==> src/rtl/fma_dot_pkg.sv <==
// Shared types and fixed-point constants for the fma dot-product sequencer.
package fma_dot_pkg;

  localparam int unsigned FMA_Q = 15;
  localparam int unsigned FMA_N = 32;

  localparam logic [FMA_N-1:0] FX_ONE  = {{(FMA_N-1){1'b0}}, 1'b1} << FMA_Q;
  localparam logic [FMA_N-1:0] FX_SIGN = {1'b1, {(FMA_N-1){1'b0}}};

  // Encodings kept identical to the legacy localparam values.
  localparam logic [1:0] ST_IDLE = 2'd0;
  localparam logic [1:0] ST_RUN  = 2'd1;
  localparam logic [1:0] ST_DONE = 2'd2;

  typedef enum logic [1:0] {
    IDLE = ST_IDLE,
    RUN  = ST_RUN,
    DONE = ST_DONE
  } fma_dot_state_t;

endpackage

==> src/rtl/fma.sv <==
// Combinational sign-magnitude fixed-point fused multiply-add: o_y = i_a + i_b*i_c.
// Product truncated to Q fractional bits; magnitudes wrap, no saturation.
module fma #(
  parameter int unsigned Q = 15,
  parameter int unsigned N = 32
) (
  input  logic [N-1:0] i_a,
  input  logic [N-1:0] i_b,
  input  logic [N-1:0] i_c,
  output logic [N-1:0] o_y
);

  logic [2*N-3:0] w_prod;
  logic [N-2:0]   w_mp;
  logic [N-2:0]   w_ma;
  logic [N-2:0]   w_mag;
  logic           w_sa;
  logic           w_sp;
  logic           w_sgn;

  assign w_sa   = i_a[N-1];
  assign w_ma   = i_a[N-2:0];
  assign w_sp   = i_b[N-1] ^ i_c[N-1];
  assign w_prod = {{(N-1){1'b0}}, i_b[N-2:0]} * {{(N-1){1'b0}}, i_c[N-2:0]};
  assign w_mp   = (N-1)'(w_prod >> Q);

  always_comb begin
    w_mag = '0;
    w_sgn = 1'b0;
    if (w_sa == w_sp) begin
      w_mag = w_ma + w_mp;
      w_sgn = w_sa;
    end else if (w_ma >= w_mp) begin
      w_mag = w_ma - w_mp;
      w_sgn = w_sa;
    end else begin
      w_mag = w_mp - w_ma;
      w_sgn = w_sp;
    end
  end

  // A zero magnitude is always reported as +0.
  assign o_y = {w_sgn & (|w_mag), w_mag};

endmodule

==> src/rtl/fma_dot_seq.sv <==
// Biased dot-product sequencer time-sharing one fma instance per accepted beat.
// Optional FMA_DOT_ABORT_EN adds an abort input that returns the block to IDLE.
module fma_dot_seq
  import fma_dot_pkg::*;
#(
  parameter int unsigned Q     = 15,
  parameter int unsigned N     = 32,
  parameter int unsigned LEN_W = 8
) (
  input  logic             clk,
  input  logic             rst_n,
  input  logic             start,
  input  logic [LEN_W-1:0] len,
  input  logic [N-1:0]     bias,
  input  logic             x_valid,
  output logic             x_ready,
  input  logic [N-1:0]     x_data,
  input  logic [N-1:0]     w_data,
  output logic             res_valid,
  input  logic             res_ready,
  output logic [N-1:0]     res_data,
  output logic             busy
`ifdef FMA_DOT_ABORT_EN
  ,
  input  logic             abort
`endif
);

  fma_dot_state_t   r_state;
  logic [N-1:0]     r_acc;
  logic [LEN_W-1:0] r_cnt;
  logic [N-1:0]     w_fma;
  logic             w_abort;

`ifdef FMA_DOT_ABORT_EN
  assign w_abort = abort;
`else
  assign w_abort = 1'b0;
`endif

  fma #(.Q(Q), .N(N)) u_fma (
    .i_a (r_acc),
    .i_b (x_data),
    .i_c (w_data),
    .o_y (w_fma)
  );

  assign x_ready   = (r_state == RUN);
  assign res_valid = (r_state == DONE);
  assign busy      = (r_state != IDLE);
  assign res_data  = (r_state == DONE) ? r_acc : '0;

  always_ff @(posedge clk or negedge rst_n) begin
    if (!rst_n) begin
      r_state <= IDLE;
      r_acc   <= '0;
      r_cnt   <= '0;
    end else if (w_abort && (r_state != IDLE)) begin
      r_state <= IDLE;
      r_acc   <= '0;
      r_cnt   <= '0;
    end else begin
      case (r_state)
        IDLE: begin
          // abort in IDLE suppresses a same-cycle start.
          if (start && !w_abort) begin
            r_acc <= bias;
            if (len != '0) begin
              r_cnt   <= len;
              r_state <= RUN;
            end else begin
              r_state <= DONE;
            end
          end
        end
        RUN: begin
          if (x_valid) begin
            r_acc <= w_fma;
            r_cnt <= r_cnt - 1'b1;
            if (r_cnt == {{(LEN_W-1){1'b0}}, 1'b1}) begin
              r_state <= DONE;
            end
          end
        end
        DONE: begin
          if (res_ready) begin
            r_state <= IDLE;
          end
        end
        default: r_state <= IDLE;
      endcase
    end
  end

endmodule
==> config.mk <==
export PLATFORM = sky130hd
export DESIGN_NAME = fma_dot_seq
export DESIGN_NICKNAME = d
export VERILOG_FILES = /design/src/rtl/fma_dot_pkg.sv /design/src/rtl/fma.sv /design/src/rtl/fma_dot_seq.sv
export SDC_FILE = /design/constraint.sdc
export NUM_CORES = 2
export LEC_CHECK = 0
export BUFFER_PORTS_ARGS = -buffer_cell sky130_fd_sc_hd__buf_2
export CORE_MARGIN = 1
export CORE_UTILIZATION = 55
export CTS_CLUSTER_DIAMETER = 50
export DETAILED_ROUTE_END_ITERATION = 10
export MAX_ROUTING_LAYER = met4
export PLACE_DENSITY = 0.69
export REMOVE_ABC_BUFFERS = 1
export SYNTH_ARGS = -nofsm -noshare
export SYNTH_HDL_FRONTEND = slang
export SYNTH_SLANG_ARGS = --single-unit
==> constraint.sdc <==
create_clock -name clk -period 5 [get_ports clk]
set_input_delay 1 -clock clk [delete_from_list [all_inputs] [get_ports clk]]
set_output_delay 1 -clock clk [all_outputs]
set_load 0.005 [all_outputs]
==> Word level (Yosys, flattened, before mapping) <==
Cells that the tools add are included.
{ "classes": {"n_eq_ne": 9, "multipliers": 1, "add_sub_neg": 4, "muxes": 18, "reduce_logical": 8, "magnitude_cmp": 1, "n_bitwise": 2} }
{ "ops": {"columns": ["op", "count"], "rows": [
  ["two-way mux 32 bit", 3],
  ["one-hot mux 32 bit (2 select lines)", 1],
  ["two-way mux 31 bit", 2],
  ["subtractor 31 bit", 2],
  ["multiplier 31 x 31 -> 46 bit", 1],
  ["adder 31 bit", 1],
  ["greater-or-equal comparator 31 bit", 1],
  ["OR reduction 31 bit", 1],
  ["two-way mux 8 bit", 3],
  ["one-hot mux 8 bit (2 select lines)", 1],
  ["two-way mux 2 bit", 5],
  ["== test 8 x 1 -> 1 bit, second input constant", 1],
  ["AND reduction 4 bit", 2],
  ["nonzero test 8 bit", 1],
  ["subtractor 8 x 1 -> 8 bit, second input constant", 1],
  ["inequality test 2 bit, second input constant", 3],
  ["one-hot mux 2 bit (3 select lines)", 1],
  ["inequality test 2 x 1 -> 1 bit, second input constant", 2],
  ["nonzero test 2 bit", 2],
  ["AND reduction 3 bit", 1],
  ["== test 2 x 1 -> 1 bit, second input constant", 1],
  ["== test 2 bit, second input constant", 1],
  ["logical NOT 2 bit", 1],
  ["two-way mux 1 bit", 2],
  ["other kinds (3)", 3]
]} }
{ "word_totals": {"reg_bits": 42, "inputBits": 109, "out_inout_bits": 35, "word_cells": 46} }

==> Longest topological paths before layout <==
{ "depth": {"word_depth": 8, "ltp_mapped": 46, "mapped_depth_nobuf": 40} }

==> Modules after synthesis <==
From an unflattened synthesis, not the netlist that was laid out.
{ "unflattened": {"hier_cells": 3782, "area_unflattened_um2": 32518.7} }
{ "modules_own_cells": {"columns": ["mod", "seq_area_each_um2", "cells_each", "area_each_um2", "instances"], "rows": [
  ["fma", 0.0, 3532, 30183.9, 1],
  ["fma_dot_seq", 1051.0, 250, 2334.7, 1]
]} }

==> Least setup slack after synthesis <==
OpenSTA, ideal clock, no wires.
{ "synth_path": {"path_kind": "in2reg", "startpoint": "input port w_data[4]", "endpoint": "register r_acc[31]", "setup_ns": 0.137, "arrival_time_ns": 10.871, "setup_slack_ns": -6.008, "t_required_ns": 4.863, "path_stages": 39, "path_buffers": 2, "cell_sequence": "clkbuf_1 -> and2_1 -> fa_1 -> fa_1 -> fa_1 -> inv_1 -> fa_1 -> inv_1 -> fa_1 -> inv_1 -> fa_1 -> inv_1 -> fa_1 -> fa_1 -> ha_1 -> a21o_1 -> a21o_1 -> a2111oi_0 -> [... 3 more ...] -> a21oi_1 -> o21ai_1 -> a21oi_1 -> xnor2_1 -> ha_1 -> and4_1 -> and2_1 -> a41o_1 -> or2_1 -> clkbuf_1 -> or4_1 -> nand3_1 -> o31ai_1 -> a2111o_1 -> nand3_1 -> nand4_1 -> nor4_1 -> a31oi_1"} }
{ "synth_between": {"elab_chain_len": 8, "word_cells_on_any_way": 13} }
{ "synth_lines": {"columns": ["item", "line", "rtl"], "rows": [
  ["start, declared", "fma_dot_seq.sv:18", "input logic [N-1:0] w_data,"],
  ["multiplier 31 x 31 -> 46 bit (*)", "fma.sv:24", "assign w_prod = {{(N-1){1'b0}}, i_b[N-2:0]} * {{(N-1){1'b0}}, i_c[N-2:0]};"],
  ["subtractor 31 bit (tied with other cells)", "fma.sv:37", "w_mag = w_mp - w_ma;"],
  ["two-way mux 31 bit", "fma.sv:33", "end else if (w_ma >= w_mp) begin"],
  ["two-way mux 31 bit", "fma.sv:30", "if (w_sa == w_sp) begin"],
  ["OR reduction 31 bit", "fma.sv:43", "assign o_y = {w_sgn & (|w_mag), w_mag};"],
  ["AND 1 bit (*)", "fma.sv:43", null],
  ["two-way mux 32 bit (*)", "fma_dot_seq.sv:77", "if (x_valid) begin"],
  ["one-hot mux 32 bit (2 select lines) (*)", "fma_dot_seq.sv:63", "case (r_state)"],
  ["end signal, assigned", "fma_dot_seq.sv:67", "r_acc <= bias;"],
  ["end signal, assigned", "fma_dot_seq.sv:78", "r_acc <= w_fma;"],
  ["end, declared", "fma_dot_seq.sv:30", "logic [N-1:0] r_acc;"]
]} }
Every way passes the cells marked *; elsewhere a longest branch is shown, timed or not. The select of a mux whose other input is x is not followed.
A chain may end at the register's enable or synchronous reset.

==> Worst setup path in the final report <==
{ "layout_path": {"startpoint": "input port x_data[8]", "endpoint": "register r_acc[31]"} }
{ "layout_between": {"elab_chain_len": 8, "word_cells_on_any_way": 13} }
{ "layout_lines": {"columns": ["item", "line", "rtl"], "rows": [
  ["start, declared", "fma_dot_seq.sv:17", "input logic [N-1:0] x_data,"],
  ["multiplier 31 x 31 -> 46 bit (*)", "fma.sv:24", null],
  ["subtractor 31 bit (tied with other cells)", "fma.sv:37", null],
  ["two-way mux 31 bit", "fma.sv:33", null],
  ["two-way mux 31 bit", "fma.sv:30", null],
  ["OR reduction 31 bit", "fma.sv:43", null],
  ["AND 1 bit (*)", "fma.sv:43", null],
  ["two-way mux 32 bit (*)", "fma_dot_seq.sv:77", null],
  ["one-hot mux 32 bit (2 select lines) (*)", "fma_dot_seq.sv:63", null]
]} }
Marks and branches as above.

==> summary.md <==
| Metric | Value |
|---|---|
| Status | finished, violations left |
| Final core occ | 0.738 |
| Syn avg cell area | 8.49 µm² |
| Die width | 247 µm |
| Final setup fails | 32 |
| Syn-to-layout area delta | 32.3% |
| Setup slack after layout | -5620 ps |
| Die area | 60,800 µm² |
| WL final | 108,000 µm |
| Register area | 1050 µm² |
| Async set or reset register ratio after synthesis | 1.00 |
| Seq cells post-synth | 42 |
| Residual DRC | 0 |
| Synth top area share | 0.439 |
| GRT overflow | 0 |
| Slew HR | 0.248 |
| Total core area | 59,000 µm² |
| CTS Root Cell | clkbuf_16 |
| Area of the multi-input gates | 30,300 µm² |
| Min cycle time layout | 10,620 ps |
| DR iter-0 viols | 2,221 |
| Placement Rows | 89 |
| Via density | 5.61 |
| Hold Vio Cnt, Final | 0 |
| Hpwl dp | 84,900 µm |
| Critical Path Start Type | primary input |
| Hold Crit Depth | 2 |
| Count leader, synth | inv_1 |
| # fillers | 4,309 |
| Synth cell count leaders | inv_1, fa_1, nand2_1 |
| R2R Setup Slk | 610 ps |
| Worst hold endpoint | r_cnt[7]$_DFFE_PN0P_ |
| PortBufs | 143 |
| Final count of pins violating max slew | 0 |
| Fmax | 94.2 MHz |
| All-Layer GR Usage | 0.356 |
| Hold Startpoint | r_cnt[7]$_DFFE_PN0P_ |
| Worst endpoint required time | 5180 ps |
| Clk slew on worst S/H paths | 60 ps |
| Kind of critical path | primary input to register |
| CP max stage delay | 600 ps |
| Synthesized cell area | 32,900 µm² |
| Crit path buf inv count | 12 |
| I/O pin cnt | 144 |
| Crit-path max FO | 8 |
| Initial antenna violation count | 6 |
| CTS tree | yes |
| Seq/Total Area, Yosys | 0.0320 |
| Reg2reg end | r_acc[31]$_DFFE_PN0P_ |
| Post-route ant nets | 0 |
| Synthesis Warnings | 0 |
| First-pass GRT wire length | 163,000 µm |
| Largest net degree at the start of global routing | 43 |
| Clock buffer depth | 2 |
| Chip Height | 247 µm |
| Worst Reg-to-Reg Cells | 19 |
| Worst setup path startpoint | x_data[8] |
| Initial Util | 0.557 |
| EDFF count, synth | 0 |
| Distinct cells, synth | 87 |
| Cell count after synthesis | 3,875 |
| Initial DRT Pass Iterations | 9 |
| Final nets | 5,670 |
| Critical path arrival | 10,810 ps |
| Synth area leader | fa_1 |
| CP max stage cell | fa_2 |
| Critical path's most frequent cell | fa_1 |
| Clk_lat worst skew | 310 ps |
| Max-cap violations | 0 |
| Failing checks | negative setup slack |
| Hold Buf Count CTS | 0 |
| Worst Hold Class | register to register |
| R2r startpoint | r_acc[1]$_DFFE_PN0P_ |
| Vias after detailed routing | 30,100 |
| Final GP Congestion | 1.00 |
| DR WL/cell | 20.2 µm |
| CTS H-tree lvls | 2 |
| Worst slew pin tran | 1120 ps |
| Share of layout cells above drive strength 1 | 0.284 |
| Post-synth top flop | dfrtp_1 |
| Post-Route Skew | 7.73 ps |
| Vias in the first global route | 30,600 |
| CTS Buf Count | 5 |
| Critical Path Sink Type | register |
| Final period util | 2.12 |
| Delay-heaviest family, CP | adder cells |
| RSZ-0062 raised after global routing | yes |
| Largest cells by area after synthesis | fa_1, ha_1, inv_1 |
| CTS Sinks | 42 |
[layer usage]
| layer | up-vias | track usage | wire length, µm |
|---|---|---|---|
| li1 | 13300 | - | - |
| met1 | 15200 | 0.450 | 41900 |
| met2 | 1235 | 0.598 | 53900 |
| met3 | 308 | 0.0315 | 7360 |
| met4 | 0 | 0.125 | 5300 |
| met5 | - | - | 0 |
[cell usage in the layout (no fill, tap or decap), types with 26 or more instances in the layout]
cell | synthesis | layout
fa_2 | 0 | 45
nor3_1 | 39 | 29
and2_1 | 394 | 368
xnor2_1 | 60 | 43
nand4_1 | 31 | 31
a21oi_1 | 109 | 85
inv_1 | 745 | 723
buf_6 | 1 | 89
o21ai_1 | 6 | 34
buf_12 | 0 | 39
buf_2 | 14 | 106
and2_4 | 0 | 26
dfrtp_1 | 42 | 42
a21o_1 | 42 | 42
nand3_1 | 41 | 29
nor2_1 | 117 | 105
ha_1 | 258 | 227
fa_1 | 722 | 677
o21ai_0 | 94 | 55
buf_4 | 3 | 647
nand2_1 | 570 | 555
[through the flow]
step / setup TNS, ps / instance area [µm²] / hold WS [ps] / setup slack, ps / cells
finish: -159730 / 43500 / 512 / -5620 / 5363
global route: -167730 / 43500 / 556 / -5950 / 5362
CTS: -158360 / 40900 / 514 / -5530 / 5270
detailed placement: -191520 / 38600 / 499 / -6670 / 5195
global placement: -189280 / 38600 / 493 / -6530 / 5195
floorplan: -179690 / 32000 / 461 / -6450 / 3640
[worst reg2reg max path, cell delays in order (launching register included)]
cell and delay (ps):
dfrtp_1 480, inv_1 160, ha_1 390, buf_4 170, nand4_1 150, nor4_2 310
buf_4 160, a41o_1 260, nor2_4 110, buf_12 140, buf_8 120, buf_12 130
a21oi_4 130, buf_6 120, nor3_2 40, or3_4 400, a2111oi_4 310, nand4_1 240
nor4_2 320, a31oi_1 110
[worst max path at each step]
stage / to / cells after the start
2_1_floorplan: r_acc[31]$_DFFE_PN0P_ / 36
3_3_place_gp: r_acc[31]$_DFFE_PN0P_ / 42
3_5_place_dp: r_acc[31]$_DFFE_PN0P_ / 41
4_1_cts: r_acc[31]$_DFFE_PN0P_ / 39
5_1_grt: r_acc[31]$_DFFE_PN0P_ / 41
6_report: r_acc[31]$_DFFE_PN0P_ / 42
[kinds of logic after synthesis]
| group | synth area share |
|---|---|
| and+or+nand+nor | 0.196 |
| buffers and inverters | 0.113 |
| adders and majority gates | 0.538 |
| AOI/OAI and AO/OA | 0.0943 |
| xor gates and xnor gates | 0.0232 |
| DFF | 0.0320 |
| muxes | 0.00437 |
[flip-flops by register name, summed over array words and instances (netlist names)]
name	flops
r_state	2
r_cnt	8
r_acc	32
[what timing repair did]
| item | 4_1_cts | 5_1_grt |
|---|---|---|
| hold endpoints to repair | 0 | 0 |
| buffers inserted | 63 | 75 |
| gates resized for setup | 326 | 387 |
| setup endpoints to repair | 32 | 32 |
| pin swaps | 193 | 204 |
| cloned | 6 | 20 |
[layout make-up]
cell class | instances | share of cell area
clock buffer | 7 | 0.00305
antenna | 8 | 0.000460
tap | 773 | 0.0222
multi-input combinational | 2852 | 0.696
clock inverter | 1 | 0.000690
sequential | 42 | 0.0241
timing repair buffer | 934 | 0.189
inverter | 746 | 0.0643
Power is not shown: default switching activity piles up to over one toggle a cycle in this logic, so the estimate is an artifact.
